==> src/rtl/spi_sram_arbiter_if.sv <==
// Bundles the two requester ports, the shared read data and the SPI SRAM pins.
// The arbiter uses the slave view; a requester/pin-level model uses the master view.
interface spi_sram_arbiter_if;
    // CPU data-memory requester
    logic        cpu_req;
    logic        cpu_we;
    logic [15:0] cpu_addr;
    logic [7:0]  cpu_wdata;
    logic        cpu_ack;

    // Debug load/dump requester
    logic        dbg_req;
    logic        dbg_we;
    logic [15:0] dbg_addr;
    logic [7:0]  dbg_wdata;
    logic        dbg_ack;

    // Shared status and read data
    logic [7:0]  rdata;
    logic        busy;

    // External SPI SRAM pins
    logic        sram_cs;
    logic        sram_sclk;
    logic        sram_mosi;
    logic        sram_miso;

    modport slave (
        input  cpu_req, cpu_we, cpu_addr, cpu_wdata,
        input  dbg_req, dbg_we, dbg_addr, dbg_wdata,
        input  sram_miso,
        output cpu_ack, dbg_ack, rdata, busy,
        output sram_cs, sram_sclk, sram_mosi
    );

    modport master (
        output cpu_req, cpu_we, cpu_addr, cpu_wdata,
        output dbg_req, dbg_we, dbg_addr, dbg_wdata,
        output sram_miso,
        input  cpu_ack, dbg_ack, rdata, busy,
        input  sram_cs, sram_sclk, sram_mosi
    );
endinterface

==> src/rtl/spi_sram_arbiter.sv <==
// Shares one SPI SRAM between the CPU and debug requesters. Each grant runs a
// full mode-0 byte transaction: {command, 16-bit address, data}, MSB first,
// SCK = clk/2, MISO sampled on the clk edge that ends each SCK-high cycle.
module spi_sram_arbiter #(
    parameter logic [7:0] CMD_READ  = 8'h03,
    parameter logic [7:0] CMD_WRITE = 8'h02
) (
    input  logic               clk,
    input  logic               reset,
    spi_sram_arbiter_if.slave  bus
);

    typedef enum logic [1:0] {
        IDLE,
        SELECT,
        SHIFT,
        DONE
    } state_t;

    state_t      state;
    logic [31:0] shift;      // outgoing frame / incoming MISO bits
    logic [4:0]  bit_cnt;    // bit being transferred, 0..31
    logic        phase;      // 0 = SCK low half, 1 = SCK high half
    logic        grant_dbg;  // current transaction belongs to the debug port
    logic        grant_we;   // current transaction is a write
    logic        last_dbg;   // debug port won the previous grant

    logic        pick_dbg;
    logic        pick_we;
    logic [15:0] pick_addr;
    logic [7:0]  pick_wdata;
    logic [31:0] load_word;

    // Round-robin choice between requesters and the frame to load on grant
    always_comb begin
        // NOTE: every output gets a default first so no path leaves it unassigned (no latch).
        pick_dbg   = 1'b0;
        pick_we    = bus.cpu_we;
        pick_addr  = bus.cpu_addr;
        pick_wdata = bus.cpu_wdata;
        // On a tie, the port that did not win last time goes next.
        if (bus.dbg_req && (!bus.cpu_req || !last_dbg)) begin
            pick_dbg   = 1'b1;
            pick_we    = bus.dbg_we;
            pick_addr  = bus.dbg_addr;
            pick_wdata = bus.dbg_wdata;
        end
        load_word = {pick_we ? CMD_WRITE : CMD_READ, pick_addr,
                     pick_we ? pick_wdata : 8'h00};
    end

    // Transaction FSM with all pin and handshake outputs registered
    always_ff @(posedge clk) begin
        // NOTE: sequential state uses non-blocking assignments so every register
        // samples pre-edge values, independent of statement order.
        if (reset) begin
            state         <= IDLE;
            bit_cnt       <= 5'd0;
            phase         <= 1'b0;
            grant_dbg     <= 1'b0;
            grant_we      <= 1'b0;
            last_dbg      <= 1'b1;  // makes the CPU win the first tie
            bus.cpu_ack   <= 1'b0;
            bus.dbg_ack   <= 1'b0;
            bus.rdata     <= 8'h00;
            bus.busy      <= 1'b0;
            bus.sram_cs   <= 1'b1;
            bus.sram_sclk <= 1'b0;
            bus.sram_mosi <= 1'b0;
            // NOTE: the shift register is deliberately not reset; it is always
            // loaded at grant before any bit of it is used.
        end else begin
            bus.cpu_ack <= 1'b0;
            bus.dbg_ack <= 1'b0;
            case (state)
                IDLE: begin
                    bus.sram_cs   <= 1'b1;
                    bus.sram_sclk <= 1'b0;
                    if (bus.cpu_req || bus.dbg_req) begin
                        grant_dbg     <= pick_dbg;
                        grant_we      <= pick_we;
                        last_dbg      <= pick_dbg;
                        shift         <= load_word;
                        bus.sram_cs   <= 1'b0;
                        bus.sram_mosi <= load_word[31];
                        bus.busy      <= 1'b1;
                        state         <= SELECT;
                    end
                end
                SELECT: begin
                    bus.sram_sclk <= 1'b0;
                    bus.sram_mosi <= shift[31];
                    bit_cnt       <= 5'd0;
                    phase         <= 1'b0;
                    state         <= SHIFT;
                end
                SHIFT: begin
                    if (!phase) begin
                        // Rising SCK: the SRAM samples the MOSI bit already on the pin.
                        bus.sram_sclk <= 1'b1;
                        phase         <= 1'b1;
                    end else begin
                        // End of SCK high: capture MISO, present the next MOSI bit.
                        shift         <= {shift[30:0], bus.sram_miso};
                        bus.sram_sclk <= 1'b0;
                        phase         <= 1'b0;
                        if (bit_cnt == 5'd31) begin
                            bus.sram_cs   <= 1'b1;
                            bus.sram_mosi <= 1'b0;
                            if (!grant_we) begin
                                bus.rdata <= {shift[6:0], bus.sram_miso};
                            end
                            bus.cpu_ack <= !grant_dbg;
                            bus.dbg_ack <= grant_dbg;
                            state       <= DONE;
                        end else begin
                            bus.sram_mosi <= shift[30];
                            bit_cnt       <= bit_cnt + 5'd1;
                        end
                    end
                end
                DONE: begin
                    bus.busy <= 1'b0;
                    state    <= IDLE;
                end
                default: state <= IDLE;
            endcase
        end
    end

endmodule

==> src/flat_wrapper.sv <==
// flat-port wrapper written by rule: the top's interface ports become plain ports
module spi_sram_arbiter_flat 
#(
    parameter logic [7:0] CMD_READ  = 8'h03,
    parameter logic [7:0] CMD_WRITE = 8'h02
)
  (clk, reset, bus_cpu_req, bus_cpu_we, bus_cpu_addr, bus_cpu_wdata, bus_dbg_req, bus_dbg_we, bus_dbg_addr, bus_dbg_wdata, bus_sram_miso, bus_cpu_ack, bus_dbg_ack, bus_rdata, bus_busy, bus_sram_cs, bus_sram_sclk, bus_sram_mosi);
  spi_sram_arbiter_if bus_i ();
  input  logic clk;
  input  logic reset;
  input wire logic [$bits(bus_i.cpu_req)-1:0] bus_cpu_req;
  input wire logic [$bits(bus_i.cpu_we)-1:0] bus_cpu_we;
  input wire logic [$bits(bus_i.cpu_addr)-1:0] bus_cpu_addr;
  input wire logic [$bits(bus_i.cpu_wdata)-1:0] bus_cpu_wdata;
  input wire logic [$bits(bus_i.dbg_req)-1:0] bus_dbg_req;
  input wire logic [$bits(bus_i.dbg_we)-1:0] bus_dbg_we;
  input wire logic [$bits(bus_i.dbg_addr)-1:0] bus_dbg_addr;
  input wire logic [$bits(bus_i.dbg_wdata)-1:0] bus_dbg_wdata;
  input wire logic [$bits(bus_i.sram_miso)-1:0] bus_sram_miso;
  output wire logic [$bits(bus_i.cpu_ack)-1:0] bus_cpu_ack;
  output wire logic [$bits(bus_i.dbg_ack)-1:0] bus_dbg_ack;
  output wire logic [$bits(bus_i.rdata)-1:0] bus_rdata;
  output wire logic [$bits(bus_i.busy)-1:0] bus_busy;
  output wire logic [$bits(bus_i.sram_cs)-1:0] bus_sram_cs;
  output wire logic [$bits(bus_i.sram_sclk)-1:0] bus_sram_sclk;
  output wire logic [$bits(bus_i.sram_mosi)-1:0] bus_sram_mosi;
  assign bus_i.cpu_req = bus_cpu_req;
  assign bus_i.cpu_we = bus_cpu_we;
  assign bus_i.cpu_addr = bus_cpu_addr;
  assign bus_i.cpu_wdata = bus_cpu_wdata;
  assign bus_i.dbg_req = bus_dbg_req;
  assign bus_i.dbg_we = bus_dbg_we;
  assign bus_i.dbg_addr = bus_dbg_addr;
  assign bus_i.dbg_wdata = bus_dbg_wdata;
  assign bus_i.sram_miso = bus_sram_miso;
  assign bus_cpu_ack = bus_i.cpu_ack;
  assign bus_dbg_ack = bus_i.dbg_ack;
  assign bus_rdata = bus_i.rdata;
  assign bus_busy = bus_i.busy;
  assign bus_sram_cs = bus_i.sram_cs;
  assign bus_sram_sclk = bus_i.sram_sclk;
  assign bus_sram_mosi = bus_i.sram_mosi;
  spi_sram_arbiter #(.CMD_READ(CMD_READ), .CMD_WRITE(CMD_WRITE)) u_core (.clk(clk), .reset(reset), .bus(bus_i));
endmodule
==> config.mk <==
export PLATFORM = sky130hd
export DESIGN_NAME = spi_sram_arbiter_flat
export DESIGN_NICKNAME = d
export VERILOG_FILES = /design/src/rtl/spi_sram_arbiter_if.sv /design/src/rtl/spi_sram_arbiter.sv /design/src/flat_wrapper.sv
export SDC_FILE = /design/constraint.sdc
export NUM_CORES = 1
export LEC_CHECK = 0
export CAP_MARGIN = 20
export CORE_MARGIN = 10
export CORE_UTILIZATION = 48
export CTS_CLUSTER_SIZE = 20
export DETAILED_ROUTE_END_ITERATION = 6
export HOLD_SLACK_MARGIN = 0.03
export PLACE_DENSITY_LB_ADDON = 0.12
export SYNTH_ARGS = -nofsm -noshare
export SYNTH_HDL_FRONTEND = slang
export SYNTH_SLANG_ARGS = --single-unit
==> constraint.sdc <==
create_clock -name clk -period 6.46 [get_ports clk]
set_input_delay 1.615 -clock clk [delete_from_list [all_inputs] [get_ports clk]]
set_output_delay 1.615 -clock clk [all_outputs]
set_load 0.05 [all_outputs]
==> results.ini, run 1 <==
[floorplan]
core_area_um2 = 5440
horiz_die_dim_um = 94.4
rows = 27
die_h_um = 94.4
die_ar_um2 = 8920
number_of_placed_i_o_pins = 69
start_util = 0.489

[sta]
period_needed_ns = 3.54
final-hold-violation-count = 0
timing.final.crit_share = 0.548
final.setup.tns_ns = 0
rsz0062_at_grt = false
tightest_slew_ns = 0.977
finalSetupViolations = 0
whs_ns = 0.450
max_slew_headroom_at_the_worst_pin = 0.348
clock.fmax_mhz = 282
timing.clock.skew_ns = 0.00487
maxSlewViolCount = 0
layout_setup_ws_ns = 2.92

[final_layout]
antenna-diode-count = 0
drive_above_1_share = 0.0786
mostFrequentLayoutCells = 68 x sky130_fd_sc_hd__clkdlybuf4s50_1, 38 x sky130_fd_sc_hd__nand2_1, 32 x sky130_fd_sc_hd__edfxtp_1
layout.cell_area.non_filler_um2 = 3590
most_frequent_standard_cell_in_the_layout_excluding_fill_and_tap_cells = sky130_fd_sc_hd__clkdlybuf4s50_1
final_nets = 376
synth_to_layout_area_growth_pct = 35.0
nFillCells = 455

[critical_path]
crit_end = u_core.shift[5]$_DFFE_PP_
timing.rr.end = u_core.shift[6]$_DFFE_PP_
instance_count_on_the_critical_path = 4
setup.reg_to_reg.worst_slack_ns = 3.95
worst-endpoint-arrival_ns = 3.62
start_kind = primary input
timing.rr.start = u_core.state[0]$_SDFFE_PP0P_
cpLargestDelayFamily = compound AO/OA/AOI/OAI gates
critPathBufInv = 1
timing.critical_path.from = bus_dbg_req
path_class = in -> reg
critical_path.endpoint_type = flop
critical_path_required_ns = 6.54
delay_of_the_slowest_cell_on_the_worst_path_ns = 0.80
worst_r2r_path_depth = 5
cpMaxStageDelayCell = sky130_fd_sc_hd__a21boi_4
worstPathMaxFanout = 27
crit_chain = clkdlybuf4s50_1 -> a21boi_4 -> nor3b_2 -> a221o_1

[global_routing]
antenna_found_initial = 0
global_route_wire_length_before_repair_mm = 9.63
grt_overflow = 0
grt.total_usage = 0.135
grt_max_degree = 64
vias_in_the_first_global_route = 2144

[synth]
dominantRegCellSynth = sky130_fd_sc_hd__edfxtp_1
average_cell_area_after_synthesis_um2 = 10.8
synth.top_cells.by_area = sky130_fd_sc_hd__edfxtp_1 36%, sky130_fd_sc_hd__dfxtp_1 19%, sky130_fd_sc_hd__mux2i_1 6.8%
synth.yosys.warnings = 0
post_synthesis_instance_area_um2 = 2660
syn_nets = 309
ys_types = 39
postSynth.asyncResetShare = 0
ys_seq_elements = 57
postSynthCellCount = 246
library_cell_with_the_largest_summed_area_after_synthesis = sky130_fd_sc_hd__edfxtp_1
synth_largest_type_area_fraction = 0.361
synth_sequential_area_ratio = 0.550
synth_enable_flop_cells = 32

[placed_design]
last_weighted_congestion_value_of_the_routability_driven_placer = 0.786
dpl_cell_area_um2 = 3380
port_buffer_count = 68
preCtsSetupSlack_ns = 2.56
dp_hpwl_mm = 4.20

[route]
route.antenna.remaining_nets = 0
routed_via_density = 5.17
drtIter0Drc = 116
detail_route.drc_violations = 0
num_vias = 2017
first_drt_pass_iteration_count = 5
met2RoutedLength_mm = 2.64
wl_per_cell_um = 14.8
met1Wirelength_mm = 2.52
routed.top_layer = met4
detailroute.wirelength.met3_um = 463
wirelength_mm = 5.76

[hold_path]
min-delay-path-class = reg -> reg

[status]
status = complete, no violations

[cts]
cts_h_tree_lvls = 3
cts_clk_pin_slew_worst_paths_ns = 0.07
cts_buffer_depth = 2
cts_tree = done
clkSinkCount = 57
post_cts_buffers = 0
postCtsHoldBufs = 0
clockRootBuffer = sky130_fd_sc_hd__clkbuf_8
worst_skew_pair.late_latency_ns = 0.33
tritoncts.num_buffers = 9
cts_resized = 0

[power_and_ir_drop]
finalPower_w = 0.00130
power.static_leakage_nw = 1.30
power.density_nw_per_um2 = 363
ir_drop_mv = 0.235

[job]
max_cap_violations = 0

## metrics by stage
step | cells | util
2_1_floorplan | 246 | -
4_1_cts | 390 | 0.660
6_report | 390 | 0.660
5_1_grt | 390 | 0.660
3_5_place_dp | 374 | 0.621
3_3_place_gp | 374 | 0.621
## worst min path at each step
| stage | depth (start not counted) | endpoint | start | slack (ns) |
|---|---|---|---|---|
| floorplan | 1 | u_core.bus.cpu_ack$_SDFF_PP0_ | u_core.grant_dbg$_SDFFE_PP0P_ | 0.41 |
| CTS | 1 | u_core.bus.cpu_ack$_SDFF_PP0_ | u_core.grant_dbg$_SDFFE_PP0P_ | 0.46 |
| finish | 1 | u_core.bus.cpu_ack$_SDFF_PP0_ | u_core.grant_dbg$_SDFFE_PP0P_ | 0.45 |
| detailed placement | 2 | u_core.bus.rdata[7]$_SDFFE_PP0P_ | u_core.bus.rdata[7]$_SDFFE_PP0P_ | 0.45 |
| global route | 2 | u_core.bus.rdata[6]$_SDFFE_PP0P_ | u_core.bus.rdata[6]$_SDFFE_PP0P_ | 0.48 |
| global placement | 2 | u_core.bus.rdata[6]$_SDFFE_PP0P_ | u_core.bus.rdata[6]$_SDFFE_PP0P_ | 0.45 |
## where the power goes
group          leakage [nW]  switching [W]  internal [W]
registers             0.506      0.0000474      0.000527
clock network         0.106       0.000139      0.000215
logic                 0.692       0.000221      0.000154
total                  1.30       0.000408      0.000896
## state kept, by name, indices dropped and copies added (netlist names), 2 cells and up
register,count
u_core.bit_cnt,5
u_core.bus.rdata,8
u_core.shift,32
u_core.state,2
## kinds of logic after synthesis
group | after synthesis | share of synthesized area
xor gates and xnor gates | 1 | 0.00329
AOI/OAI and AO/OA | 57 | 0.137
muxes | 20 | 0.0762
DFF | 57 | 0.550
buffers and inverters | 18 | 0.0320
adders and majority gates | 8 | 0.0376
and+or+nand+nor | 85 | 0.164
## area by class of cell
| class | instances | area, µm² | share of cell area |
|---|---|---|---|
| Sequential cell | 57 | 1460 | 0.407 |
| Multi-Input combinational cell | 171 | 1120 | 0.312 |
| Timing Repair Buffer | 69 | 688 | 0.192 |
| Clock buffer | 10 | 128 | 0.0356 |
| Tap cell | 72 | 90.1 | 0.0251 |
| Clock inverter | 6 | 82.6 | 0.0230 |
| Inverter | 5 | 18.8 | 0.00523 |
## Yosys cell counts, types with 3 or more instances
cell type and count:
sky130_fd_sc_hd__inv_1 5, sky130_fd_sc_hd__mux2i_1 18, sky130_fd_sc_hd__edfxtp_1 32, sky130_fd_sc_hd__and3_1 10, sky130_fd_sc_hd__clkbuf_1 6, sky130_fd_sc_hd__nor2_1 6, sky130_fd_sc_hd__and2_1 6, sky130_fd_sc_hd__o21ai_0 23
sky130_fd_sc_hd__buf_2 5, sky130_fd_sc_hd__a21oi_1 17, sky130_fd_sc_hd__nand2b_1 3, sky130_fd_sc_hd__nand2_1 38, sky130_fd_sc_hd__ha_1 8, sky130_fd_sc_hd__nand3_1 6, sky130_fd_sc_hd__a221o_1 8, sky130_fd_sc_hd__dfxtp_1 25
## layer usage
layer,up-vias,global-route usage
li1,1028,-
met1,921,0.150
met2,56,0.212
met3,12,0.0595
met4,0,0.0772
met5,-,0
Power figures use the tool's default switching activity.
==> run 2, diff against run 1 <==
- CORE_UTILIZATION: 48 -> 44
- clock period: 6.46 -> 3 ns (I/O delays scaled with it)
==> run 2 against run 1 <==
Final area is 0.49% higher; final cell count is 2.3% higher; die area is 7.1% higher; worst hold slack better by 0.0026 ns; register-to-register slack worse by 3.0 ns; routed wire length is 2.2% higher; first-iteration DRC count is 34% lower; sequential share of layout area is 0.20 points lower; critical path type is now reg -> out; clock-buffer cell count is 6 higher; clock power is 74% higher; via count is 0.79% higher; global-route usage is 0.98 points lower.
==> results.ini, run 2 (same netlist as run 1, synthesis figures left out) <==
[status]
status = complete, no violations

[placed_design]
post-place-cells = 383
dp_hpwl_mm = 4.45
port_buffer_count = 68
dpl_cell_area_um2 = 3440
preCtsSetupSlack_ns = 0.514
last_weighted_congestion_value_of_the_routability_driven_placer = 0.812

[final_layout]
largest_reg_flops = 32
final_cell_count_no_fill = 399
synth_to_layout_area_growth_pct = 35.7
drive_above_1_share = 0.0833
most_frequent_standard_cell_in_the_layout_excluding_fill_and_tap_cells = sky130_fd_sc_hd__clkdlybuf4s50_1
layout.cell_area.non_filler_um2 = 3610
top_register = u_core.shift
final_nets = 382
nFillCells = 494
mostFrequentLayoutCells = 68 x sky130_fd_sc_hd__clkdlybuf4s50_1, 38 x sky130_fd_sc_hd__nand2_1, 32 x sky130_fd_sc_hd__edfxtp_1
antenna-diode-count = 0
layout_top_registers = u_core.shift (32), u_core.bus.rdata (8), u_core.bit_cnt (5)
multiInputGateArea_um2 = 1130
sequential_cell_area_um2 = 1460

[power_and_ir_drop]
ir_drop_mv = 0.419
power.density_nw_per_um2 = 748
power.static_leakage_nw = 1.32

[floorplan]
number_of_placed_i_o_pins = 69
die_ar_um2 = 9550
die_h_um = 97.7
start_util = 0.452
horiz_die_dim_um = 97.7
rows = 28
core_area_um2 = 5890

[critical_path]
worst_r2r_path_depth = 5
start_kind = flop
cpMaxStageDelayCell = sky130_fd_sc_hd__clkdlybuf4s50_1
cpLargestDelayFamily = buffers and inverters
timing.critical_path.from = u_core.bus.sram_mosi$_SDFFE_PP0P_
worstPathMaxFanout = 2
critical_path.endpoint_type = primary output
critical_path_required_ns = 2.25
critPathBufInv = 1
path_class = reg -> out
worst-endpoint-arrival_ns = 1.46
timing.rr.end = u_core.shift[30]$_SDFFCE_PN0P_
crit_chain = clkdlybuf4s50_1
setup.reg_to_reg.worst_slack_ns = 0.93
timing.rr.start = u_core.state[0]$_SDFFE_PP0P_
crit_end = bus_sram_mosi
instance_count_on_the_critical_path = 1
delay_of_the_slowest_cell_on_the_worst_path_ns = 0.81

[sta]
tightest_slew_ns = 0.518
final-hold-violation-count = 0
timing.clock.skew_ns = 0.00605
final.setup.tns_ns = 0
clock.fmax_mhz = 452
rsz0062_at_grt = false
layout_setup_ws_ns = 0.789
period_needed_ns = 2.21
max_slew_headroom_at_the_worst_pin = 0.653
maxSlewViolCount = 0
finalSetupViolations = 0
timing.final.crit_share = 0.737
whs_ns = 0.453

[global_routing]
grt_max_degree = 33
vias_in_the_first_global_route = 2080
grt_overflow = 0
grt.total_usage = 0.125
global_route_wire_length_before_repair_mm = 9.92
antenna_found_initial = 0

[cts]
cts_h_tree_lvls = 3
cts_tree = done
tritoncts.num_buffers = 9
cts_buffer_depth = 2
cts_resized = 0
post_cts_buffers = 0
clkSinkCount = 57
postCtsHoldBufs = 0
clockRootBuffer = sky130_fd_sc_hd__clkbuf_8
worst_skew_pair.late_latency_ns = 0.32
cts_clk_pin_slew_worst_paths_ns = 0.06

[job]
max_cap_violations = 0

[route]
routed_via_density = 5.10
route.antenna.remaining_nets = 0
first_drt_pass_iteration_count = 5
wirelength_mm = 5.89
wl_per_cell_um = 14.8
drtIter0Drc = 76
detail_route.drc_violations = 0
num_vias = 2033

[hold_path]
min-delay-path-class = reg -> reg

run 2: cell count changes in the layout (fill, tap and decap cells not counted):
| cell | change |
|---|---|
| sky130_fd_sc_hd__buf_4 | +6 |
| sky130_fd_sc_hd__clkbuf_1 | +4 |
| sky130_fd_sc_hd__clkinv_2 | -3 |
| sky130_fd_sc_hd__bufinv_16 | -2 |
| sky130_fd_sc_hd__clkbuf_8 | +2 |
| sky130_fd_sc_hd__clkinvlp_4 | -1 |
| sky130_fd_sc_hd__nor4_2 | -1 |
| sky130_fd_sc_hd__nor4_4 | +1 |
run 2: power by group:
part	switching (W)	internal (W)
registers	0.000108	0.00114
logic	0.000485	0.000353
clock network	0.000270	0.000347
total	0.000863	0.00184
run 2: stage by stage:
stage | total power [W] | util
4_1_cts | 0.00273 | 0.613
2_1_floorplan | 0.00182 | -
3_5_place_dp | 0.00210 | 0.584
3_3_place_gp | 0.00209 | 0.584
5_1_grt | 0.00288 | 0.613
6_report | 0.00270 | 0.613
run 2: cell type report:
type                    count  share of cell area
inverters                   5             0.00520
clock buffers              16              0.0472
well taps                  75              0.0260
flip-flops and latches     57               0.405
repair buffers             75               0.203
multi-input cells         171               0.313
run 2: metal layers:
layer / vias to the layer above / GRT usage / wire (µm)
li1: 1041 / - / -
met1: 912 / 0.148 / 2640
met2: 76 / 0.189 / 2660
met3: 4 / 0.0677 / 528
met4: 0 / 0.0447 / 59
met5: - / 0 / 0
run 2: how the worst min path moves through the flow:
stage | start | to | cells after the start
after floorplan | u_core.grant_dbg$_SDFFE_PP0P_ | u_core.bus.cpu_ack$_SDFF_PP0_ | 1
after global placement | u_core.bus.rdata[6]$_SDFFE_PP0P_ | u_core.bus.rdata[6]$_SDFFE_PP0P_ | 2
after detailed placement | u_core.bus.rdata[4]$_SDFFE_PP0P_ | u_core.bus.rdata[4]$_SDFFE_PP0P_ | 2
after CTS | u_core.bus.rdata[4]$_SDFFE_PP0P_ | u_core.bus.rdata[4]$_SDFFE_PP0P_ | 2
after global routing | u_core.bus.rdata[7]$_SDFFE_PP0P_ | u_core.bus.rdata[7]$_SDFFE_PP0P_ | 2
final | u_core.bus.rdata[4]$_SDFFE_PP0P_ | u_core.bus.rdata[4]$_SDFFE_PP0P_ | 2
==> run 3, diff against run 2 <==
- CORE_UTILIZATION: 44 -> 48
- clock period: 3 -> 2.1 ns (I/O delays scaled with it)
==> run 3 against run 2 <==
Utilization rose by 7.2 points; global-route usage rose by 1.8 points; die area fell by 6.7%; worst setup slack got worse by 0.70 ns; power rose by 54%; clock skew rose by 0.00098 ns; final area rose by 3.2%; register-to-register slack got worse by 0.63 ns; sequential power rose by 43%; sequential share of layout area fell by 1.2 points; critical endpoint is now bus_sram_cs.
==> results.ini, run 3 (same netlist as run 1, synthesis figures left out) <==
[hold_path]
min-delay-path-class = reg -> reg
hold_path_startpoint = u_core.bus.rdata[1]$_SDFFE_PP0P_

[cts]
postCtsHoldBufs = 0
post_cts_buffers = 0
worst_skew_pair.late_latency_ns = 0.34
cts_tree = done
cts_h_tree_lvls = 3
clkSinkCount = 57
tritoncts.num_buffers = 9
clockRootBuffer = sky130_fd_sc_hd__clkbuf_8
cts_clk_pin_slew_worst_paths_ns = 0.06
cts_buffer_depth = 2
cts_resized = 0

[final_layout]
layout.cell_area.non_filler_um2 = 3720
largest_reg_flops = 32
drive_above_1_share = 0.122
final_core_util = 0.685
mostFrequentLayoutCells = 68 x sky130_fd_sc_hd__clkdlybuf4s50_1, 38 x sky130_fd_sc_hd__nand2_1, 32 x sky130_fd_sc_hd__edfxtp_1
antenna-diode-count = 0
most_frequent_standard_cell_in_the_layout_excluding_fill_and_tap_cells = sky130_fd_sc_hd__clkdlybuf4s50_1
synth_to_layout_area_growth_pct = 40.0
layout_top_registers = u_core.shift (32), u_core.bus.rdata (8), u_core.bit_cnt (5)
top_register = u_core.shift
final_nets = 385

[route]
first_drt_pass_iteration_count = 4
routed_via_density = 5.33
route.antenna.remaining_nets = 0
detail_route.drc_violations = 0
num_vias = 2125
drtIter0Drc = 156
wl_per_cell_um = 15.3
wirelength_mm = 6.10

[global_routing]
grt_max_degree = 41
vias_in_the_first_global_route = 2145
grt_overflow = 0
antenna_found_initial = 0
grt.total_usage = 0.144
global_route_wire_length_before_repair_mm = 9.98

[placed_design]
preCtsSetupSlack_ns = -0.0321
port_buffer_count = 68
dp_hpwl_mm = 4.59
last_weighted_congestion_value_of_the_routability_driven_placer = 0.794
dpl_cell_area_um2 = 3510

[critical_path]
cpLargestDelayFamily = buffers and inverters
worst-endpoint-arrival_ns = 1.49
delay_of_the_slowest_cell_on_the_worst_path_ns = 0.81
timing.rr.start = u_core.bit_cnt[0]$_SDFFE_PP0P_
timing.critical_path.from = u_core.bus.sram_cs$_SDFFE_PP1P_
critical_path.endpoint_type = primary output
critical_path_required_ns = 1.57
start_kind = flop
crit_chain = clkdlybuf4s50_1
worstPathMaxFanout = 2
cpMaxStageDelayCell = sky130_fd_sc_hd__clkdlybuf4s50_1
path_class = reg -> out
critPathBufInv = 1

[floorplan]
die_ar_um2 = 8920
rows = 27
core_area_um2 = 5440
horiz_die_dim_um = 94.4
start_util = 0.489
number_of_placed_i_o_pins = 69
die_h_um = 94.4

[power_and_ir_drop]
power.static_leakage_nw = 1.37
ir_drop_mv = 0.445
power.density_nw_per_um2 = 1110
finalPower_w = 0.00415

[sta]
timing.clock.skew_ns = 0.00703
tightest_slew_ns = 0.523
layout_setup_ws_ns = 0.0883
finalSetupViolations = 0
final.setup.tns_ns = 0
maxSlewViolCount = 0
timing.final.crit_share = 0.958
period_needed_ns = 2.01
clock.fmax_mhz = 497
max_slew_headroom_at_the_worst_pin = 0.649
rsz0062_at_grt = false
final-hold-violation-count = 0

[job]
max_cap_violations = 0

[status]
status = complete, no violations

[run 3: changes by cell type in the layout (fill, tap and decap cells not counted), sizes merged]
cell    delta
clkinv     +1
buf        +3
clkbuf     -1
[run 3: final timing paths]
kind,depth (start not counted),to,slack [ns]
worst max-delay path,1,bus_sram_cs,0.09
worst min-delay path,2,u_core.bus.rdata[1]$_SDFFE_PP0P_,0.45
worst max register to register,6,u_core.bit_cnt[3]$_SDFFE_PP0P_,0.30
worst min register to register,2,u_core.bus.rdata[1]$_SDFFE_PP0P_,0.45
[run 3: final cells by class]
class,instances,area [µm²]
repair buffers,78,781
fillers,444,1720
clock inverters,1,5.00
inverters,5,18.8
clock buffers,15,208
flip-flops and latches,57,1460
multi-input cells,171,1160
well taps,72,90.1
[run 3: report_power, final]
| part | leakage, nW | internal, W | total [W] | switching [W] |
|---|---|---|---|---|
| combinational | 0.749 | 0.000581 | 0.00132 | 0.000738 |
| clock | 0.111 | 0.000628 | 0.00106 | 0.000429 |
| sequential | 0.506 | 0.00162 | 0.00177 | 0.000146 |
| total | 1.37 | 0.00283 | 0.00415 | 0.00131 |
[run 3: metrics by stage]
stage	hold WS, ns	cells
final	0.452	399
after detailed placement	0.446	383
after CTS	0.456	399
after global routing	0.478	399
after global placement	0.445	383
after floorplan	0.415	246
[run 3: layer usage]
metal  GRT usage  vias to the layer above  share of wire
li1            -                     1051              -
met1       0.164                      994           0.42
met2       0.226                       66           0.48
met3      0.0531                       14          0.082
met4      0.0835                        0          0.020
met5           0                        -              0
